## config.mk

```make
export PLATFORM = sky130hd
export DESIGN_NAME = reservoir_readout_mac_flat
export DESIGN_NICKNAME = d
export VERILOG_FILES = /design/src/rtl/rc_pkg.sv /design/src/rtl/reservoir_readout_mac_if.sv /design/src/rtl/rc_sat_shift.sv /design/src/rtl/reservoir_readout_mac.sv /design/src/flat_wrapper.sv
export SDC_FILE = /design/constraint.sdc
export NUM_CORES = 1
export LEC_CHECK = 0
export CAP_MARGIN = 40
export CORE_MARGIN = 2
export CORE_UTILIZATION = 58
export DETAILED_ROUTE_END_ITERATION = 16
export DONT_BUFFER_PORTS = 1
export GPL_TIMING_DRIVEN = 0
export PLACE_DENSITY = 0.75
export SKIP_CTS_REPAIR_TIMING = 1
export SYNTH_ARGS = -nofsm -noshare
export SYNTH_HDL_FRONTEND = slang
export SYNTH_SLANG_ARGS = --single-unit
```

## constraint.sdc

```tcl
create_clock -name clk -period 18.52 [get_ports clk]
set_input_delay 5.556 -clock clk [delete_from_list [all_inputs] [get_ports clk]]
set_output_delay 5.556 -clock clk [all_outputs]
set_load 0.02 [all_outputs]
```

## src/rtl/rc_pkg.sv

```systemverilog
// Shared reservoir-computing constants, accumulator sizing and readout FSM states.
// Also used by the reservoir and training blocks.
package rc_pkg;

  localparam int N     = 20;
  localparam int XW    = 16;
  localparam int WW    = 8;
  localparam int YW    = 16;
  localparam int SHIFT = 8;

  // Wide enough to hold n full-scale products without wrap.
  function automatic int calc_aw(input int xw, input int ww, input int n);
    return xw + ww + $clog2(n);
  endfunction

  localparam int AW = calc_aw(XW, WW, N);

  typedef enum logic [1:0] {
    IDLE = 2'd0,
    ACC  = 2'd1,
    OUT  = 2'd2
  } state_t;

endpackage

```

## src/rtl/reservoir_readout_mac_if.sv

```systemverilog
// Snapshot/result bundle between the reservoir, the readout MAC and its consumer.
interface reservoir_readout_mac_if #(
  parameter int N  = rc_pkg::N,
  parameter int XW = rc_pkg::XW,
  parameter int WW = rc_pkg::WW,
  parameter int YW = rc_pkg::YW
);

  logic            start;
  logic [N*XW-1:0] x_flat;
  logic [N*WW-1:0] w_flat;
  logic            out_ready;
  logic            busy;
  logic            y_valid;
  logic [YW-1:0]   y_data;
  logic            overflow;
  logic            start_dropped;

  modport master (
    output start, x_flat, w_flat, out_ready,
    input  busy, y_valid, y_data, overflow, start_dropped
  );

  modport slave (
    input  start, x_flat, w_flat, out_ready,
    output busy, y_valid, y_data, overflow, start_dropped
  );

endinterface

```

## src/rtl/rc_sat_shift.sv

```systemverilog
// Truncating right shift of an accumulator followed by unsigned saturation to YW bits.
module rc_sat_shift #(
  parameter int AW    = rc_pkg::AW,
  parameter int YW    = rc_pkg::YW,
  parameter int SHIFT = rc_pkg::SHIFT
) (
  input  logic [AW-1:0] acc_in,
  output logic [YW-1:0] y_out,
  output logic          overflow
);

  logic [AW-1:0] shifted;

  assign shifted  = acc_in >> SHIFT;
  // Any set bit above the result width means the value does not fit.
  assign overflow = |shifted[AW-1:YW];
  assign y_out    = overflow ? {YW{1'b1}} : shifted[YW-1:0];

endmodule

```

## src/rtl/reservoir_readout_mac.sv

```systemverilog
// Readout stage: snapshots N neuron outputs and weights, then sums x_i*w_i with one
// MAC per clock and presents the scaled, saturated result on a valid/ready port.
module reservoir_readout_mac #(
  parameter int N     = rc_pkg::N,
  parameter int XW    = rc_pkg::XW,
  parameter int WW    = rc_pkg::WW,
  parameter int YW    = rc_pkg::YW,
  parameter int SHIFT = rc_pkg::SHIFT
) (
  input  logic                  clk,
  input  logic                  reset,
  reservoir_readout_mac_if.slave bus
);

  import rc_pkg::*;

  localparam int AW = calc_aw(XW, WW, N);
  localparam int IW = $clog2(N);
  localparam int PW = XW + WW;

  state_t          state_reg, state_next;
  logic [IW-1:0]   idx_reg;
  logic [AW-1:0]   acc_reg;
  logic [YW-1:0]   y_data_reg;
  logic            overflow_reg;
  logic            start_dropped_reg;

  logic [XW-1:0]   x_snap_reg [N];
  logic [WW-1:0]   w_snap_reg [N];

  logic            capture;
  logic            last_term;
  logic [PW-1:0]   product;
  logic [AW-1:0]   acc_sum;
  logic [YW-1:0]   sat_y;
  logic            sat_ovf;
  logic            busy;
  logic            y_valid;

  assign capture   = (state_reg == IDLE) && bus.start;
  assign last_term = (idx_reg == IW'(N - 1));
  assign product   = PW'(x_snap_reg[idx_reg]) * PW'(w_snap_reg[idx_reg]);
  assign acc_sum   = acc_reg + AW'(product);

  // Inputs are only trusted on the start edge; afterwards the snapshot is the source.
  generate
    for (genvar gi = 0; gi < N; gi++) begin : g_snap
      always_ff @(posedge clk) begin
        if (reset) begin
          x_snap_reg[gi] <= '0;
          w_snap_reg[gi] <= '0;
        end else if (capture) begin
          x_snap_reg[gi] <= bus.x_flat[gi*XW +: XW];
          w_snap_reg[gi] <= bus.w_flat[gi*WW +: WW];
        end
      end
    end
  endgenerate

  rc_sat_shift #(
    .AW    (AW),
    .YW    (YW),
    .SHIFT (SHIFT)
  ) u_sat_shift (
    .acc_in   (acc_sum),
    .y_out    (sat_y),
    .overflow (sat_ovf)
  );

  always_ff @(posedge clk) begin
    if (reset) begin
      state_reg         <= IDLE;
      idx_reg           <= '0;
      acc_reg           <= '0;
      y_data_reg        <= '0;
      overflow_reg      <= 1'b0;
      start_dropped_reg <= 1'b0;
    end else begin
      state_reg <= state_next;
      if (bus.start && (state_reg != IDLE)) begin
        start_dropped_reg <= 1'b1;
      end
      case (state_reg)
        IDLE: begin
          if (bus.start) begin
            acc_reg <= '0;
            idx_reg <= '0;
          end
        end
        ACC: begin
          acc_reg <= acc_sum;
          if (last_term) begin
            y_data_reg   <= sat_y;
            overflow_reg <= sat_ovf;
          end else begin
            idx_reg <= idx_reg + 1'b1;
          end
        end
        default: ;
      endcase
    end
  end

  always_comb begin
    state_next = state_reg;
    case (state_reg)
      IDLE:    if (bus.start)     state_next = ACC;
      ACC:     if (last_term)     state_next = OUT;
      OUT:     if (bus.out_ready) state_next = IDLE;
      default:                    state_next = IDLE;
    endcase
  end

  always_comb begin
    busy    = 1'b0;
    y_valid = 1'b0;
    case (state_reg)
      ACC: busy = 1'b1;
      OUT: begin
        busy    = 1'b1;
        y_valid = 1'b1;
      end
      default: ;
    endcase
  end

  assign bus.busy          = busy;
  assign bus.y_valid       = y_valid;
  assign bus.y_data        = y_data_reg;
  assign bus.overflow      = overflow_reg;
  assign bus.start_dropped = start_dropped_reg;

endmodule

```

## src/flat_wrapper.sv

```systemverilog
// flat-port wrapper written by rule: the top's interface ports become plain ports
module reservoir_readout_mac_flat import rc_pkg::*;
#(
  parameter int N     = rc_pkg::N,
  parameter int XW    = rc_pkg::XW,
  parameter int WW    = rc_pkg::WW,
  parameter int YW    = rc_pkg::YW,
  parameter int SHIFT = rc_pkg::SHIFT
)
  (clk, reset, bus_start, bus_x_flat, bus_w_flat, bus_out_ready, bus_busy, bus_y_valid, bus_y_data, bus_overflow, bus_start_dropped);
  reservoir_readout_mac_if #(.N(N), .XW(XW), .WW(WW), .YW(YW)) bus_i ();
  input  logic clk;
  input  logic reset;
  input wire logic [$bits(bus_i.start)-1:0] bus_start;
  input wire logic [$bits(bus_i.x_flat)-1:0] bus_x_flat;
  input wire logic [$bits(bus_i.w_flat)-1:0] bus_w_flat;
  input wire logic [$bits(bus_i.out_ready)-1:0] bus_out_ready;
  output wire logic [$bits(bus_i.busy)-1:0] bus_busy;
  output wire logic [$bits(bus_i.y_valid)-1:0] bus_y_valid;
  output wire logic [$bits(bus_i.y_data)-1:0] bus_y_data;
  output wire logic [$bits(bus_i.overflow)-1:0] bus_overflow;
  output wire logic [$bits(bus_i.start_dropped)-1:0] bus_start_dropped;
  assign bus_i.start = bus_start;
  assign bus_i.x_flat = bus_x_flat;
  assign bus_i.w_flat = bus_w_flat;
  assign bus_i.out_ready = bus_out_ready;
  assign bus_busy = bus_i.busy;
  assign bus_y_valid = bus_i.y_valid;
  assign bus_y_data = bus_i.y_data;
  assign bus_overflow = bus_i.overflow;
  assign bus_start_dropped = bus_i.start_dropped;
  reservoir_readout_mac #(.N(N), .XW(XW), .WW(WW), .YW(YW), .SHIFT(SHIFT)) u_core (.clk(clk), .reset(reset), .bus(bus_i));
endmodule
```

==> run_summary.xml <==
<?xml version="1.0" encoding="UTF-8"?>
<metrics>
  <group name="finish">
    <metric name="regArea" unit="µm²">15600</metric>
    <metric name="layout-area-overhead-vs-synth" unit="%">11.3</metric>
    <metric name="num-fill-cells" unit="">3596</metric>
    <metric name="post_route_cells_drive_above_1_share" unit="">0.134</metric>
    <metric name="finalNonFillerCells" unit="">2968</metric>
    <metric name="design.final.nets" unit="">2842</metric>
    <metric name="multi_input_comb_area" unit="µm²">11900</metric>
    <metric name="final_util" unit="">0.653</metric>
    <metric name="largest_register_ff_count" unit="">320</metric>
    <metric name="design_area" unit="µm²">31900</metric>
  </group>
  <group name="yosys">
    <metric name="synth_top_cell_by_area" unit="">edfxtp_1</metric>
    <metric name="async_reset_ff_frac" unit="">0</metric>
    <metric name="ys_top_cells_by_area" unit="">edfxtp_1 50%, mux4_2 11%, and2_1 11%</metric>
    <metric name="synthTopCellsByCount" unit="">482 x and2_1, 480 x edfxtp_1, 192 x inv_1</metric>
    <metric name="syn-mean-instance-area" unit="µm²">13.5</metric>
    <metric name="ys_warn_count" unit="">0</metric>
    <metric name="synth-edff-count" unit="">480</metric>
    <metric name="synth.net_count" unit="">2761</metric>
    <metric name="yosysSeqAreaShare" unit="">0.544</metric>
    <metric name="synth_cell_type_count" unit="">62</metric>
    <metric name="synth.ff_latch_count" unit="">539</metric>
    <metric name="synthMostInstantiatedCell" unit="">and2_1</metric>
    <metric name="synth_top_cell_area_share" unit="">0.503</metric>
    <metric name="yosys_most_used_dff" unit="">edfxtp_1</metric>
    <metric name="synthesis.area" unit="µm²">28700</metric>
    <metric name="synthesis.instances" unit="">2118</metric>
  </group>
  <group name="global_route">
    <metric name="first_global_vias" unit="">18037</metric>
    <metric name="grt-ovfl-total" unit="">0</metric>
    <metric name="gr-usage-all-layers" unit="">0.328</metric>
    <metric name="grt_max_degree" unit="">68</metric>
    <metric name="global_route_wire_length_before_repair" unit="µm">119000</metric>
    <metric name="number_of_antenna_violations_at_the_first_check_in_global_routing" unit="">65</metric>
  </group>
  <group name="pwr">
    <metric name="p_comb_frac" unit="">0.251</metric>
    <metric name="clock_network_power_share" unit="">0.325</metric>
    <metric name="internal-power" unit="mW">2.45</metric>
    <metric name="post-layout-total-power" unit="mW">3.55</metric>
    <metric name="power.share.switching" unit="">0.311</metric>
    <metric name="power.share.sequential" unit="">0.424</metric>
    <metric name="pwrdens" unit="nW/µm²">111</metric>
    <metric name="power.ir.vdd_worst" unit="V">0.0000902</metric>
    <metric name="net-switching-power" unit="mW">1.10</metric>
    <metric name="power.leakage" unit="nW">12.5</metric>
  </group>
  <group name="floorplan">
    <metric name="die-area" unit="µm²">51200</metric>
    <metric name="core_area" unit="µm²">48800</metric>
    <metric name="ios" unit="">504</metric>
    <metric name="die_width" unit="µm">226</metric>
    <metric name="initial_utilization" unit="">0.587</metric>
    <metric name="row_count" unit="">81</metric>
    <metric name="dieHeight" unit="µm">226</metric>
  </group>
  <group name="critical_path">
    <metric name="worstSetupStartpointType" unit="">flop</metric>
    <metric name="critPathSlowestCell" unit="">clkbuf_1</metric>
    <metric name="worst_path_dominant_cell_family" unit="">adder cells</metric>
    <metric name="timing.critical_path.fanout_max" unit="">10</metric>
    <metric name="timing_worst_setup_path_type" unit="">reg2reg</metric>
    <metric name="cp_data_required_time" unit="ns">19.01</metric>
    <metric name="critical_path.max_stage_delay" unit="ns">0.73</metric>
    <metric name="critical_path.endpoint_type" unit="">flop</metric>
    <metric name="dominant_cell_type_by_count_on_the_critical_path" unit="">fa_1</metric>
    <metric name="timing.critical_path.arrival" unit="ns">9.40</metric>
    <metric name="crit_chain" unit="">clkbuf_1, clkbuf_1, mux4_2, mux4_2, mux2i_1, buf_2, nor2_1, fa_1, fa_1, fa_1, inv_1, fa_1, inv_1, ha_1, nand2_1, or4_1, a31oi_1, o2111ai_1, clkbuf_1, a311oi_1, a21oi_1</metric>
    <metric name="crit_buf_inv" unit="">6</metric>
  </group>
  <group name="timing">
    <metric name="totalNegativeSetupSlack" unit="ns">0</metric>
    <metric name="worst_slew_pin_tran" unit="ns">0.971</metric>
    <metric name="grt_setup_unrepaired" unit="">false</metric>
    <metric name="timing.final.crit_period" unit="ns">8.91</metric>
    <metric name="timing.clock.skew" unit="ns">0.0201</metric>
    <metric name="worst_slew_margin_rel" unit="">0.353</metric>
    <metric name="timing.final.max_slew_violations" unit="">0</metric>
    <metric name="hold_violations" unit="">0</metric>
    <metric name="clock.fmax" unit="MHz">112</metric>
    <metric name="fin_crit_sh" unit="">0.481</metric>
    <metric name="timing.final.setup_violations" unit="">0</metric>
  </group>
  <group name="placed_design">
    <metric name="port_buffer_count" unit="">0</metric>
    <metric name="post-place-cells" unit="">2804</metric>
    <metric name="post_dp_cell_area" unit="µm²">29900</metric>
    <metric name="globalplace.congestion" unit="">0.939</metric>
    <metric name="dp_hpwl" unit="µm">64300</metric>
  </group>
  <group name="clock_network">
    <metric name="max-clock-path-buffers" unit="">3</metric>
    <metric name="worst_setup_hold_path_clk_slew" unit="ns">0.06</metric>
    <metric name="clk_root_buffer_cell" unit="">clkbuf_16</metric>
    <metric name="numClockSinks" unit="">539</metric>
    <metric name="clock_insertion_delay_worst_skew" unit="ns">0.62</metric>
    <metric name="tritoncts" unit="">built</metric>
    <metric name="total_clock_buffers_created_by_cts" unit="">56</metric>
    <metric name="clock_tree.htree_level_count" unit="">2</metric>
  </group>
  <group name="worst_hold_path">
    <metric name="holdCritPathClass" unit="">reg2reg</metric>
  </group>
  <group name="run">
    <metric name="cap_violations" unit="">0</metric>
  </group>
  <group name="detailed_routing">
    <metric name="ant_nets" unit="">0</metric>
    <metric name="wire_per_inst" unit="µm">28.2</metric>
    <metric name="drt_iter0_drc" unit="">2012</metric>
    <metric name="remaining_drc_errors" unit="">0</metric>
    <metric name="vias_per_cell" unit="">6.09</metric>
    <metric name="dr_total_vias" unit="">18068</metric>
    <metric name="routed_wirelength" unit="µm">83700</metric>
    <metric name="detail_route.first_pass.iterations" unit="">5</metric>
  </group>
  <group name="outcome">
    <metric name="run_status" unit="">completed</metric>
  </group>
</metrics>
==> stage by stage <==
step	hold slack, ns	worst slack, ns
5_1_grt	0.509	9.36
3_5_place_dp	0.461	9.37
3_3_place_gp	0.448	-3.84
6_report	0.469	9.61
4_1_cts	0.470	9.76
2_1_floorplan	0.436	0.0849
==> tightest hold or removal path, cell delays in order (launching register included) <==
cell and delay, ns:
dfxtp_1 0.32, nand2_1 0.05, a21oi_1 0.05
==> path summary, 6_finish.rpt <==
check,start,endpoint,slack [ns],cells past startpoint
worst max-delay path,flop,u_core.bus.y_data[9],9.61,21
worst min-delay path,u_core.acc_reg[25],u_core.acc_reg[25],0.47,2
worst max register to register,flop,u_core.bus.y_data[9],9.61,21
worst min register to register,u_core.acc_reg[25],u_core.acc_reg[25],0.47,2
==> final cells by class <==
| type | count | share of cell area |
|---|---|---|
| antenna | 58 | 0.00455 |
| buffer | 121 | 0.0153 |
| clock buffer | 65 | 0.0463 |
| clock inverter | 40 | 0.0122 |
| inverter | 192 | 0.0226 |
| multi-input combinational | 1266 | 0.372 |
| sequential | 539 | 0.489 |
| tap | 664 | 0.0260 |
| timing repair buffer | 23 | 0.0121 |
==> power groups by stage <==
stage / registers [mW] / logic, mW / clock network, mW
after floorplan: 1.56 / 0.593 / 0
after global placement: 1.59 / 0.847 / 0
after detailed placement: 1.53 / 0.869 / 0
after CTS: 1.50 / 0.877 / 1.16
after global routing: 1.51 / 0.969 / 1.20
final: 1.51 / 0.890 / 1.15
==> per-layer routing <==
layer  vias up  GRT usage  wire length, µm
li1       7693          -                -
met1      9024      0.413            30200
met5         -          0              170
met4        24      0.160             3980
met3       237     0.0849             7980
met2      1090      0.532            41300
==> placed cells by master, fill, tap and decap left out, types with 19 or more instances in the layout <==
cell	instances
nor2_1	129
a22oi_1	24
o21bai_1	20
diode_2	58
edfxtp_1	480
clkbuf_1	97
a21oi_1	41
a311oi_1	19
nand2_1	58
buf_2	21
and2_1	482
mux4_2	144
ha_1	53
clkbuf_16	57
inv_1	192
mux2i_1	21
dfxtp_1	59
o21ai_0	21
fa_1	106
==> logic make-up after synthesis <==
group,count (synthesis),synth area share
compound gates,168,0.0411
xor+xnor,17,0.00519
fa+ha+maj,159,0.0971
buf+inv,313,0.0421
flops,539,0.544
mux,171,0.123
simple gates,751,0.148
Note: power is estimated with default switching activity, not from simulation.
